[src/rtl/lfsr_engine_if.sv]
// ---------------------------------------------------------------------------
// lfsr_engine_if : method-handshake bundle for lfsr_engine | rev 1.0
// ---------------------------------------------------------------------------
`default_nettype none

interface lfsr_engine_if #(
  parameter int LN    = 8,
  parameter int STEPW = 8
);
  logic             load__ENA;
  logic [LN-1:0]    load__v;
  logic             load__RDY;
  logic             shiftBit__ENA;
  logic             shiftBit__v;
  logic             shiftBit__RDY;
  logic             run__ENA;
  logic [STEPW-1:0] run__n;
  logic             run__RDY;
  logic             result__ENA;
  logic [LN-1:0]    result;
  logic             result__RDY;
  logic             outBit;
  logic             outBit__RDY;
  logic             stuck;

  modport master (
    output load__ENA, load__v, shiftBit__ENA, shiftBit__v,
           run__ENA, run__n, result__ENA,
    input  load__RDY, shiftBit__RDY, run__RDY, result, result__RDY,
           outBit, outBit__RDY, stuck
  );

  modport slave (
    input  load__ENA, load__v, shiftBit__ENA, shiftBit__v,
           run__ENA, run__n, result__ENA,
    output load__RDY, shiftBit__RDY, run__RDY, result, result__RDY,
           outBit, outBit__RDY, stuck
  );
endinterface

`default_nettype wire

[src/rtl/lfsr_engine.sv]
// ---------------------------------------------------------------------------
// lfsr_engine : Fibonacci/Galois LFSR with seed load, single step and
//               autonomous multi-step run with result handshake | rev 1.0
// ---------------------------------------------------------------------------
`default_nettype none

module lfsr_engine #(
  parameter int              LN     = 8,
  parameter logic [LN-1:0]   TAPS   = 8'h1D,
  parameter bit              GALOIS = 1'b0,
  parameter int              STEPW  = 8,
  parameter logic [LN-1:0]   SEED   = {{(LN-1){1'b0}}, 1'b1}
) (
  input  wire logic    CLK,
  input  wire logic    nRST,
  lfsr_engine_if.slave bus
);

  typedef enum logic [1:0] {
    S_IDLE = 2'd0,
    S_RUN  = 2'd1,
    S_DONE = 2'd2
  } state_e;

  localparam logic [STEPW-1:0] c_one = {{(STEPW-1){1'b0}}, 1'b1};

  state_e           state_q, state_d;
  logic [LN-1:0]    sreg_q,  sreg_d;
  logic [STEPW-1:0] rem_q,   rem_d;

  function automatic logic [LN-1:0] lfsr_step(input logic [LN-1:0] s, input logic i);
    logic fb;
    logic g;
    if (GALOIS) begin
      g = s[0] ^ i;
      return (s >> 1) ^ (g ? TAPS : '0);
    end else begin
      fb = (^(s & TAPS)) ^ i;
      return {fb, s[LN-1:1]};
    end
  endfunction

  always_comb begin
    state_d = state_q;
    sreg_d  = sreg_q;
    rem_d   = rem_q;
    case (state_q)
      S_IDLE: begin
        // load beats run beats shiftBit; losers in the same cycle are dropped
        if (bus.load__ENA) begin
          sreg_d = bus.load__v;
        end else if (bus.run__ENA) begin
          if (bus.run__n == '0) begin
            state_d = S_DONE;
          end else begin
            rem_d   = bus.run__n;
            state_d = S_RUN;
          end
        end else if (bus.shiftBit__ENA) begin
          sreg_d = lfsr_step(sreg_q, bus.shiftBit__v);
        end
      end
      S_RUN: begin
        sreg_d = lfsr_step(sreg_q, 1'b0);
        rem_d  = rem_q - c_one;
        if (rem_q == c_one) begin
          state_d = S_DONE;
        end
      end
      S_DONE: begin
        if (bus.result__ENA) begin
          state_d = S_IDLE;
        end
      end
      default: state_d = S_IDLE;
    endcase
  end

  always_ff @(posedge CLK) begin
    if (!nRST) begin
      state_q <= S_IDLE;
      sreg_q  <= SEED;
      rem_q   <= '0;
    end else begin
      state_q <= state_d;
      sreg_q  <= sreg_d;
      rem_q   <= rem_d;
    end
  end

  // Handshake outputs decode state only, so no ENA reaches a RDY combinationally
  assign bus.load__RDY     = (state_q == S_IDLE);
  assign bus.shiftBit__RDY = (state_q == S_IDLE);
  assign bus.run__RDY      = (state_q == S_IDLE);
  assign bus.result__RDY   = (state_q == S_DONE);
  assign bus.result        = sreg_q;
  assign bus.outBit        = sreg_q[0];
  assign bus.outBit__RDY   = 1'b1;
  assign bus.stuck         = (sreg_q == '0);

endmodule

`default_nettype wire

[src/flat_wrapper.sv]
// flat-port wrapper written by rule: the top's interface ports become plain ports
module lfsr_engine_flat 
#(
  parameter int              LN     = 8,
  parameter logic [LN-1:0]   TAPS   = 8'h1D,
  parameter bit              GALOIS = 1'b0,
  parameter int              STEPW  = 8,
  parameter logic [LN-1:0]   SEED   = {{(LN-1){1'b0}}, 1'b1}
)
  (CLK, nRST, bus_load__ENA, bus_load__v, bus_shiftBit__ENA, bus_shiftBit__v, bus_run__ENA, bus_run__n, bus_result__ENA, bus_load__RDY, bus_shiftBit__RDY, bus_run__RDY, bus_result, bus_result__RDY, bus_outBit, bus_outBit__RDY, bus_stuck);
  lfsr_engine_if #(.LN(LN), .STEPW(STEPW)) bus_i ();
  input  wire logic CLK;
  input  wire logic nRST;
  input wire logic [$bits(bus_i.load__ENA)-1:0] bus_load__ENA;
  input wire logic [$bits(bus_i.load__v)-1:0] bus_load__v;
  input wire logic [$bits(bus_i.shiftBit__ENA)-1:0] bus_shiftBit__ENA;
  input wire logic [$bits(bus_i.shiftBit__v)-1:0] bus_shiftBit__v;
  input wire logic [$bits(bus_i.run__ENA)-1:0] bus_run__ENA;
  input wire logic [$bits(bus_i.run__n)-1:0] bus_run__n;
  input wire logic [$bits(bus_i.result__ENA)-1:0] bus_result__ENA;
  output wire logic [$bits(bus_i.load__RDY)-1:0] bus_load__RDY;
  output wire logic [$bits(bus_i.shiftBit__RDY)-1:0] bus_shiftBit__RDY;
  output wire logic [$bits(bus_i.run__RDY)-1:0] bus_run__RDY;
  output wire logic [$bits(bus_i.result)-1:0] bus_result;
  output wire logic [$bits(bus_i.result__RDY)-1:0] bus_result__RDY;
  output wire logic [$bits(bus_i.outBit)-1:0] bus_outBit;
  output wire logic [$bits(bus_i.outBit__RDY)-1:0] bus_outBit__RDY;
  output wire logic [$bits(bus_i.stuck)-1:0] bus_stuck;
  assign bus_i.load__ENA = bus_load__ENA;
  assign bus_i.load__v = bus_load__v;
  assign bus_i.shiftBit__ENA = bus_shiftBit__ENA;
  assign bus_i.shiftBit__v = bus_shiftBit__v;
  assign bus_i.run__ENA = bus_run__ENA;
  assign bus_i.run__n = bus_run__n;
  assign bus_i.result__ENA = bus_result__ENA;
  assign bus_load__RDY = bus_i.load__RDY;
  assign bus_shiftBit__RDY = bus_i.shiftBit__RDY;
  assign bus_run__RDY = bus_i.run__RDY;
  assign bus_result = bus_i.result;
  assign bus_result__RDY = bus_i.result__RDY;
  assign bus_outBit = bus_i.outBit;
  assign bus_outBit__RDY = bus_i.outBit__RDY;
  assign bus_stuck = bus_i.stuck;
  lfsr_engine #(.LN(LN), .TAPS(TAPS), .GALOIS(GALOIS), .STEPW(STEPW), .SEED(SEED)) u_core (.CLK(CLK), .nRST(nRST), .bus(bus_i));
endmodule
[config.mk]
export PLATFORM = sky130hd
export DESIGN_NAME = lfsr_engine_flat
export DESIGN_NICKNAME = d
export VERILOG_FILES = /design/src/rtl/lfsr_engine_if.sv /design/src/rtl/lfsr_engine.sv /design/src/flat_wrapper.sv
export SDC_FILE = /design/constraint.sdc
export NUM_CORES = 1
export LEC_CHECK = 0
export CAP_MARGIN = 20
export CORE_MARGIN = 2
export CORE_UTILIZATION = 49
export DETAILED_ROUTE_END_ITERATION = 6
export GPL_TIMING_DRIVEN = 0
export MAX_ROUTING_LAYER = met4
export PLACE_DENSITY = 0.81
export SETUP_SLACK_MARGIN = 0.4
export SLEW_MARGIN = 10
export SYNTH_ARGS = -nofsm -noshare
export SYNTH_HDL_FRONTEND = slang
export SYNTH_SLANG_ARGS = --single-unit
[constraint.sdc]
create_clock -name CLK -period 2.64 [get_ports CLK]
set_clock_uncertainty 0.15 [all_clocks]
set_input_delay 0.396 -clock CLK [delete_from_list [all_inputs] [get_ports CLK]]
set_output_delay 0.396 -clock CLK [all_outputs]
set_load 0.03 [all_outputs]
-- Word level (Yosys, flattened, before mapping)
Cells that the tools add are included.
- bits in registers: 18
- bits of input ports: 23
- output and inout port bits: 15
- bitwise gates (word level): 1
- mux-type cells: 14
- equality and inequality tests: 10
- reductions and logical operators: 8
- $add $sub $neg: 1
- operators with widths (cell ; number):
    two-way mux 8 bit ; 6
    one-hot mux 8 bit (2 select lines) ; 2
    logical NOT 8 bit ; 2
    two-way mux 2 bit ; 5
    equality test 8 x 1 -> 1 bit, second input constant ; 1
    inequality test 2 bit, second input constant ; 4
    AND reduction 4 bit ; 2
    XOR reduction 8 bit ; 1
    subtractor 8 x 1 -> 8 bit, second input constant ; 1
    inequality test 3 bit, second input constant ; 2
    one-hot mux 2 bit (3 select lines) ; 1
    AND reduction 3 bit ; 1
    equality test 2 x 1 -> 1 bit, second input constant ; 1
    equality test 2 bit, second input constant ; 1
    logical NOT 2 bit ; 1
    inequality test 2 x 1 -> 1 bit, second input constant ; 1
    nonzero test 2 bit ; 1
    bitwise XOR 1 bit ; 1

-- Depth between registers and ports, before layout
Gate-level depths: netlist (run 1).
- depth after elaboration: 6
- depth in mapped cells: 6
- mapped depth without buffers: 6

-- Worst setup path after synthesis (run 1)
Ideal clock, no wire load.
- kind: reg2out
- start: reg u_core.sreg_q[2], in the netlist u_core.bus.result[2]
- end: out bus_stuck
- setup slack: -0.014 ns
- buffers on the path: 0
- arrival time: 2.108 ns
- cell stages (with the launch flop): 5
- required time: 2.094 ns
- path through: dfxtp_1 -> inv_1 -> ha_1 -> or4b_2 -> nor4_1
- cells in the longest elaborated chain, start to end: 1
- ends and longest elaborated chain (what ; RTL line ; source):
    start, declared ; lfsr_engine.sv:28 ; logic [LN-1:0] sreg_q, sreg_d;
    start signal, assigned ; lfsr_engine.sv:86 ; sreg_q <= sreg_d;
    logical NOT 8 bit ; lfsr_engine.sv:99 ; assign bus.stuck = (sreg_q == '0);
    end, declared ; flat_wrapper.sv:28 ; output wire logic [$bits(bus_i.stuck)-1:0] bus_stuck;
Every way passes these cells.

-- Final worst setup path (run 1)
Same ends and word-level chain as after synthesis.

==> results.sh, run 1 <==
export IMPL_status="complete, no violations"
export IMPL_setup_violations=0
export IMPL_initialDrtViolationCount=37
export IMPL_die_area_um2=2820
export IMPL_place_inst=208
export IMPL_topRoutingLayerUsed="met4"
export IMPL_cp_end_kind="output port"
export IMPL_synth_top_cell_by_area="dfxtp_1"
export IMPL_port_buffers=36
export IMPL_fin_cells=212
export IMPL_synthCells=144
export IMPL_tns_ns=0
export IMPL_r2r_end="u_core.bus.result[7]"
export IMPL_worstMarginPinSlew_ns=0.532
export IMPL_avgSynthCellArea_um2=8.19
export IMPL_r2r_slack_ns=0.92
export IMPL_core_area_um2=2250
export IMPL_dpl_hpwl_mm=2.49
export IMPL_p_per_area_nw_per_um2=505
export IMPL_synth_top_family_by_area="simple AND/OR/NAND/NOR gates"
export IMPL_final_common_cell="clkdlybuf4s50_1"
export IMPL_period_minus_slack_ns=2.18
export IMPL_synthFlopType="dfxtp_1"
export IMPL_ys_ff_latch=18
export IMPL_synth_compound_area_share_pct=23.3
export IMPL_final_net_count=211
export IMPL_regArea_um2=362
export IMPL_die_x_um=53.1
export IMPL_cts_hold_buf=0
export IMPL_via_per_inst=5.82
export IMPL_n_antenna_cell=0
export IMPL_synth_cell_types=47
export IMPL_antenna_found_initial=0
export IMPL_path_class="flip-flop to output port"
export IMPL_num_vias=1233
export IMPL_die_y_um=53.1
export IMPL_routed_wl_mm=3.18
export IMPL_r2r_start="u_core.bus.result[3]"
export IMPL_hold_start="u_core.rem_q[7]"
export IMPL_cp_required_ns=2.09
export IMPL_synth_xor_area_share_pct=3.39
export IMPL_routed_wl_met3_um=138
export IMPL_ctsResizeCount=10
export IMPL_synthMuxAreaShare_pct=0
export IMPL_layout_common_cells="clkdlybuf4s50_1, nor2_1, dfxtp_1"
export IMPL_fmax_ghz=0.459
export IMPL_ir_drop_mv=0.363
export IMPL_synth_simple_area_share_pct=30.5
export IMPL_first_pass_iters=4
export IMPL_grt_pass1_vias=1154
export IMPL_ys_warn_count=0
export IMPL_path_clk_slew_ns=0.11
export IMPL_routabilityCongestion=0.878
export IMPL_arrival_ns=1.63
export IMPL_syn_num_nets=170
export IMPL_rsz0062_at_grt="false"
export IMPL_drtAntennaViolNets=0
export IMPL_clockRootBuffer="clkbuf_4"
export IMPL_met2_length_mm=1.66
export IMPL_synth_fa_ha_area_share_pct=3.18
export IMPL_async_reset_ff_share_pct=0
export IMPL_overflow=0
export IMPL_cp_start_kind="flip-flop"
export IMPL_wire_per_inst_um=15.0
export IMPL_grt_start_max_net_pins=11
export IMPL_fill_cells=195
export IMPL_final_util_pct=72.2
export IMPL_yosys_area_top_type_share_pct=30.5
export IMPL_grt_usage_pct=26.1
export IMPL_cp_max_fo=4
export IMPL_worstSkewPairLatency_ns=0.30
export IMPL_relSlewSlack_pct=64.5
export IMPL_reg2reg_depth=6
export IMPL_slew_violations=0
export IMPL_synth_seq_area_share_pct=30.5
export IMPL_postCtsSetupRepairBufs=0
export IMPL_holdPathEnd="u_core.rem_q[7]"
export IMPL_syn2layout_area_growth_pct=38.0
export IMPL_drive_gt1_share_pct=14.1
export IMPL_finalHoldWorstSlack_ns=0.347
export IMPL_hold_violations=0
export IMPL_synthTopCellsByArea="dfxtp_1, nand3_1, nor2_1, a311oi_1, buf_4"
export IMPL_io_pins=38
export IMPL_htreeDepth=1
export IMPL_cts_buffers=3
export IMPL_rows=17
export IMPL_multi_input_area_um2=736
export IMPL_cts_sinks=18
export IMPL_holdPathStages=2
export IMPL_crit_path_start="u_core.bus.result[2]"
export IMPL_clock_path_buffers=2
export IMPL_holdCritPathClass="flip-flop to flip-flop"
export IMPL_tritoncts="done"
export IMPL_max_cap_violations=0
export IMPL_m1WireLength_mm=1.35
export IMPL_start_util_pct=52.3
export IMPL_p_leak_nw=0.634
export IMPL_drc_errors=0
export IMPL_timing_final_crit_share_pct=82.6
export IMPL_synth_edf_count=0
export IMPL_grt_pass1_wl_mm=5.17
export IMPL_syn_area_um2=1180
report_power, final:
group	leakage, nW	total, mW	internal [mW]	switching, mW
Sequential	0.149	0.335	0.300	0.0346
Combinational	0.464	0.308	0.151	0.157
Clock	0.0210	0.179	0.0843	0.0948
Total	0.634	0.822	0.536	0.286
cells by family (layout without fill, tap and decap cells):
group,Yosys count,after routing
xor gates and xnor gates,3,3
adders and majority gates,3,3
buffers and inverters,20,60
other,1,1
DFF,18,18
and+or+nand+nor,64,64
AOI/OAI and AO/OA,35,35
cells in the mapped netlist, drive strengths merged, types with 2 or more instances:
cell type	instances
nand2b	4
o211ai	2
a21oi	5
nand2	11
a311oi	6
dfxtp	18
nor4	2
inv	8
xnor2	2
nand3	13
nand4	2
nor2	18
ha	3
nor3b	2
clkbuf	2
or4	2
buf	10
nor3	2
a221oi	3
a31o	2
a211oi	2
o21ai	6
through the flow:
stage / power, mW / setup WS [ns] / instance area [um2]
2_1_floorplan: 0.534 / 0.484 / 1190
3_3_place_gp: 0.642 / 0.128 / 1590
3_5_place_dp: 0.650 / 0.119 / 1590
4_1_cts: 0.825 / 0.272 / 1620
5_1_grt: 0.869 / 0.404 / 1630
6_report: 0.822 / 0.461 / 1630
layout make-up:
cell class              instances  share of cell area [%]
multi-input cells             106                    45.2
flip-flops and latches         18                    22.2
repair buffers                 36                    21.9
plain buffers                  12                    4.46
clock buffers                   4                    2.23
well taps                      28                    2.15
inverters                       8                    1.84
registers in the layout, summed over array words and instances (netlist names):
name and count:
u_core.state_q 2, u_core.bus.result 8, u_core.rem_q 8
critical path, stage by stage, from the launching register on:
cell     delay (ns)
dfxtp_2        0.35
inv_1          0.05
ha_1           0.13
or4b_4         0.47
nor4_4         0.16
buf_6          0.17
routing by layer:
metal  up-vias  GRT usage (%)
met5         -              -
met4         0           6.84
met1       591           27.0
met2        33           48.8
met3         4           6.78
li1        605              -
how the worst max path moves through the flow:
stage	slack [ns]	cells past startpoint	to
2_1_floorplan	0.48	4	bus_stuck
3_3_place_gp	0.13	5	bus_stuck
3_5_place_dp	0.12	5	bus_stuck
4_1_cts	0.27	5	bus_stuck
5_1_grt	0.40	5	bus_stuck
6_report	0.46	5	bus_stuck
Note: power is estimated with default switching activity, not from simulation.
==> run 2: changes to the inputs <==
CORE_UTILIZATION = 41   (was 49)
PLACE_DENSITY = 0.72   (was 0.81)
clock period = 2 ns   (was 2.64 ns; I/O delays follow)
==> results.sh, run 2 (same netlist as run 1, synthesis figures left out) <==
export IMPL_cp_max_fo=2
export IMPL_initialDrtViolationCount=63
export IMPL_antenna_found_initial=0
export IMPL_intPower_uw=702
export IMPL_rows=19
export IMPL_start_util_pct=43.2
export IMPL_port_buffers=36
export IMPL_routabilityCongestion=0.921
export IMPL_relSlewSlack_pct=61.7
export IMPL_fmax_ghz=0.476
export IMPL_cp_end_kind="output port"
export IMPL_hold_violations=0
export IMPL_via_per_inst=5.86
export IMPL_num_vias=1343
export IMPL_holdCritPathClass="input port to flip-flop"
export IMPL_n_antenna_cell=0
export IMPL_cts_buffers=3
export IMPL_arrival_ns=1.65
export IMPL_seqPwrFrac_pct=40.0
export IMPL_core_area_um2=2730
export IMPL_final_net_count=225
export IMPL_slew_violations=0
export IMPL_setup_violations=1
export IMPL_pwr_share_clk_pct=17.9
export IMPL_dpl_hpwl_mm=2.39
export IMPL_ir_drop_mv=0.516
export IMPL_grt_pass1_wl_mm=5.75
export IMPL_grt_usage_pct=23.0
export IMPL_final_util_pct=69.2
export IMPL_die_y_um=57.6
export IMPL_cts_sinks=18
export IMPL_rsz0062_at_grt="true"
export IMPL_clock_path_buffers=2
export IMPL_cts_hold_buf=0
export IMPL_path_cells="inv_4, ha_4, or4b_4, nor4_4, buf_4"
export IMPL_crit_slowest_cell="or4b_4"
export IMPL_die_area_um2=3320
export IMPL_final_common_cell="buf_4"
export IMPL_pwr_share_comb_pct=42.0
export IMPL_cpPeakStageDelay_ns=0.46
export IMPL_p_leak_nw=0.780
export IMPL_fin_cells=229
export IMPL_fin_ws_ns=-0.101
export IMPL_io_pins=38
export IMPL_fill_cells=229
export IMPL_clockRootBuffer="clkbuf_4"
export IMPL_worstMarginPinSlew_ns=0.574
export IMPL_tritoncts="done"
export IMPL_worstSkewPairLatency_ns=0.31
export IMPL_grt_start_max_net_pins=11
export IMPL_place_inst=211
export IMPL_finalHoldWorstSlack_ns=0.266
export IMPL_sw_frac_of_total_pct=37.6
export IMPL_overflow=0
export IMPL_cp_start_kind="flip-flop"
export IMPL_first_pass_iters=4
export IMPL_drive_gt1_share_pct=38.4
export IMPL_max_cap_violations=0
export IMPL_status="complete, but fails checks"
export IMPL_path_class="flip-flop to output port"
export IMPL_p_per_area_nw_per_um2=595
export IMPL_syn2layout_area_growth_pct=60.3
export IMPL_htreeDepth=1
export IMPL_p_sw_uw=424
export IMPL_timing_final_crit_share_pct=105
export IMPL_die_x_um=57.6
export IMPL_path_clk_slew_ns=0.11
export IMPL_wire_per_inst_um=17.0
export IMPL_period_minus_slack_ns=2.10
export IMPL_cp_required_ns=1.55
export IMPL_drtAntennaViolNets=0
export IMPL_failed_checks="negative setup slack"
export IMPL_layout_common_cells="buf_4, nor2_1, nand3_1"
export IMPL_grt_pass1_vias=1309
export IMPL_drc_errors=0
export IMPL_routed_wl_mm=3.89
==> run 2: worst paths after layout <==
| kind | from | endpoint | slack [ns] | cells past startpoint |
|---|---|---|---|---|
| max | u_core.bus.result[2] | bus_stuck | -0.10 | 5 |
| min | bus_run__n[5] | u_core.rem_q[5] | 0.27 | 3 |
| max reg2reg | u_core.state_q[1] | u_core.rem_q[6] | 0.34 | 6 |
| min reg2reg | u_core.rem_q[7] | u_core.rem_q[7] | 0.34 | 2 |
==> run 2: area by class of cell <==
type / count / area [um2] / share of cell area (%)
tap: 31 / 38.8 / 2.05
clock inverter: 1 / 3.75 / 0.198
timing repair buffer: 50 / 458 / 24.2
inverter: 8 / 35.0 / 1.85
buffer: 12 / 96.3 / 5.09
sequential: 18 / 384 / 20.3
multi-input combinational: 106 / 853 / 45.1
clock buffer: 3 / 22.5 / 1.19
==> run 2: critical path, delay by kind of cell, from the launching register on <==
family / cells / cell delay (ns)
fa+ha+maj: 1 / 0.11
buf+inv: 2 / 0.25
flops: 1 / 0.38
simple gates: 2 / 0.61
==> run 2: power groups by stage <==
stage | clock network (mW) | registers [mW] | logic (mW)
2_1_floorplan | 0 | 0.477 | 0.234
3_3_place_gp | 0 | 0.450 | 0.405
3_5_place_dp | 0 | 0.452 | 0.410
4_1_cts | 0.202 | 0.443 | 0.430
5_1_grt | 0.226 | 0.456 | 0.510
6_report | 0.202 | 0.451 | 0.473
==> run 2: through the flow <==
step | setup TNS, ns | total power, mW | instance area [um2] | setup slack (ns)
after global routing | -0.176 | 1.19 | 1890 | -0.176
after detailed placement | -0.742 | 0.862 | 1610 | -0.343
after floorplan | 0 | 0.711 | 1210 | 0.113
after CTS | -0.0995 | 1.07 | 1770 | -0.0995
final | -0.101 | 1.13 | 1890 | -0.101
after global placement | -0.518 | 0.855 | 1610 | -0.317
==> run 2: timing repair <==
item	CTS	global route
gates resized for setup	78	35
pin swaps	10	9
setup buffers	10	4
hold endpoints to repair	0	0
endpoints found under the setup margin	31	29
==> run 2: routing by layer <==
layer / global-route usage, % / vias to the layer above / share of wire [%]
met5: - / - / 0
met4: 11.6 / 0 / 2.4
met3: 3.35 / 12 / 6.1
met2: 41.1 / 63 / 54
met1: 24.5 / 636 / 38
li1: - / 632 / -
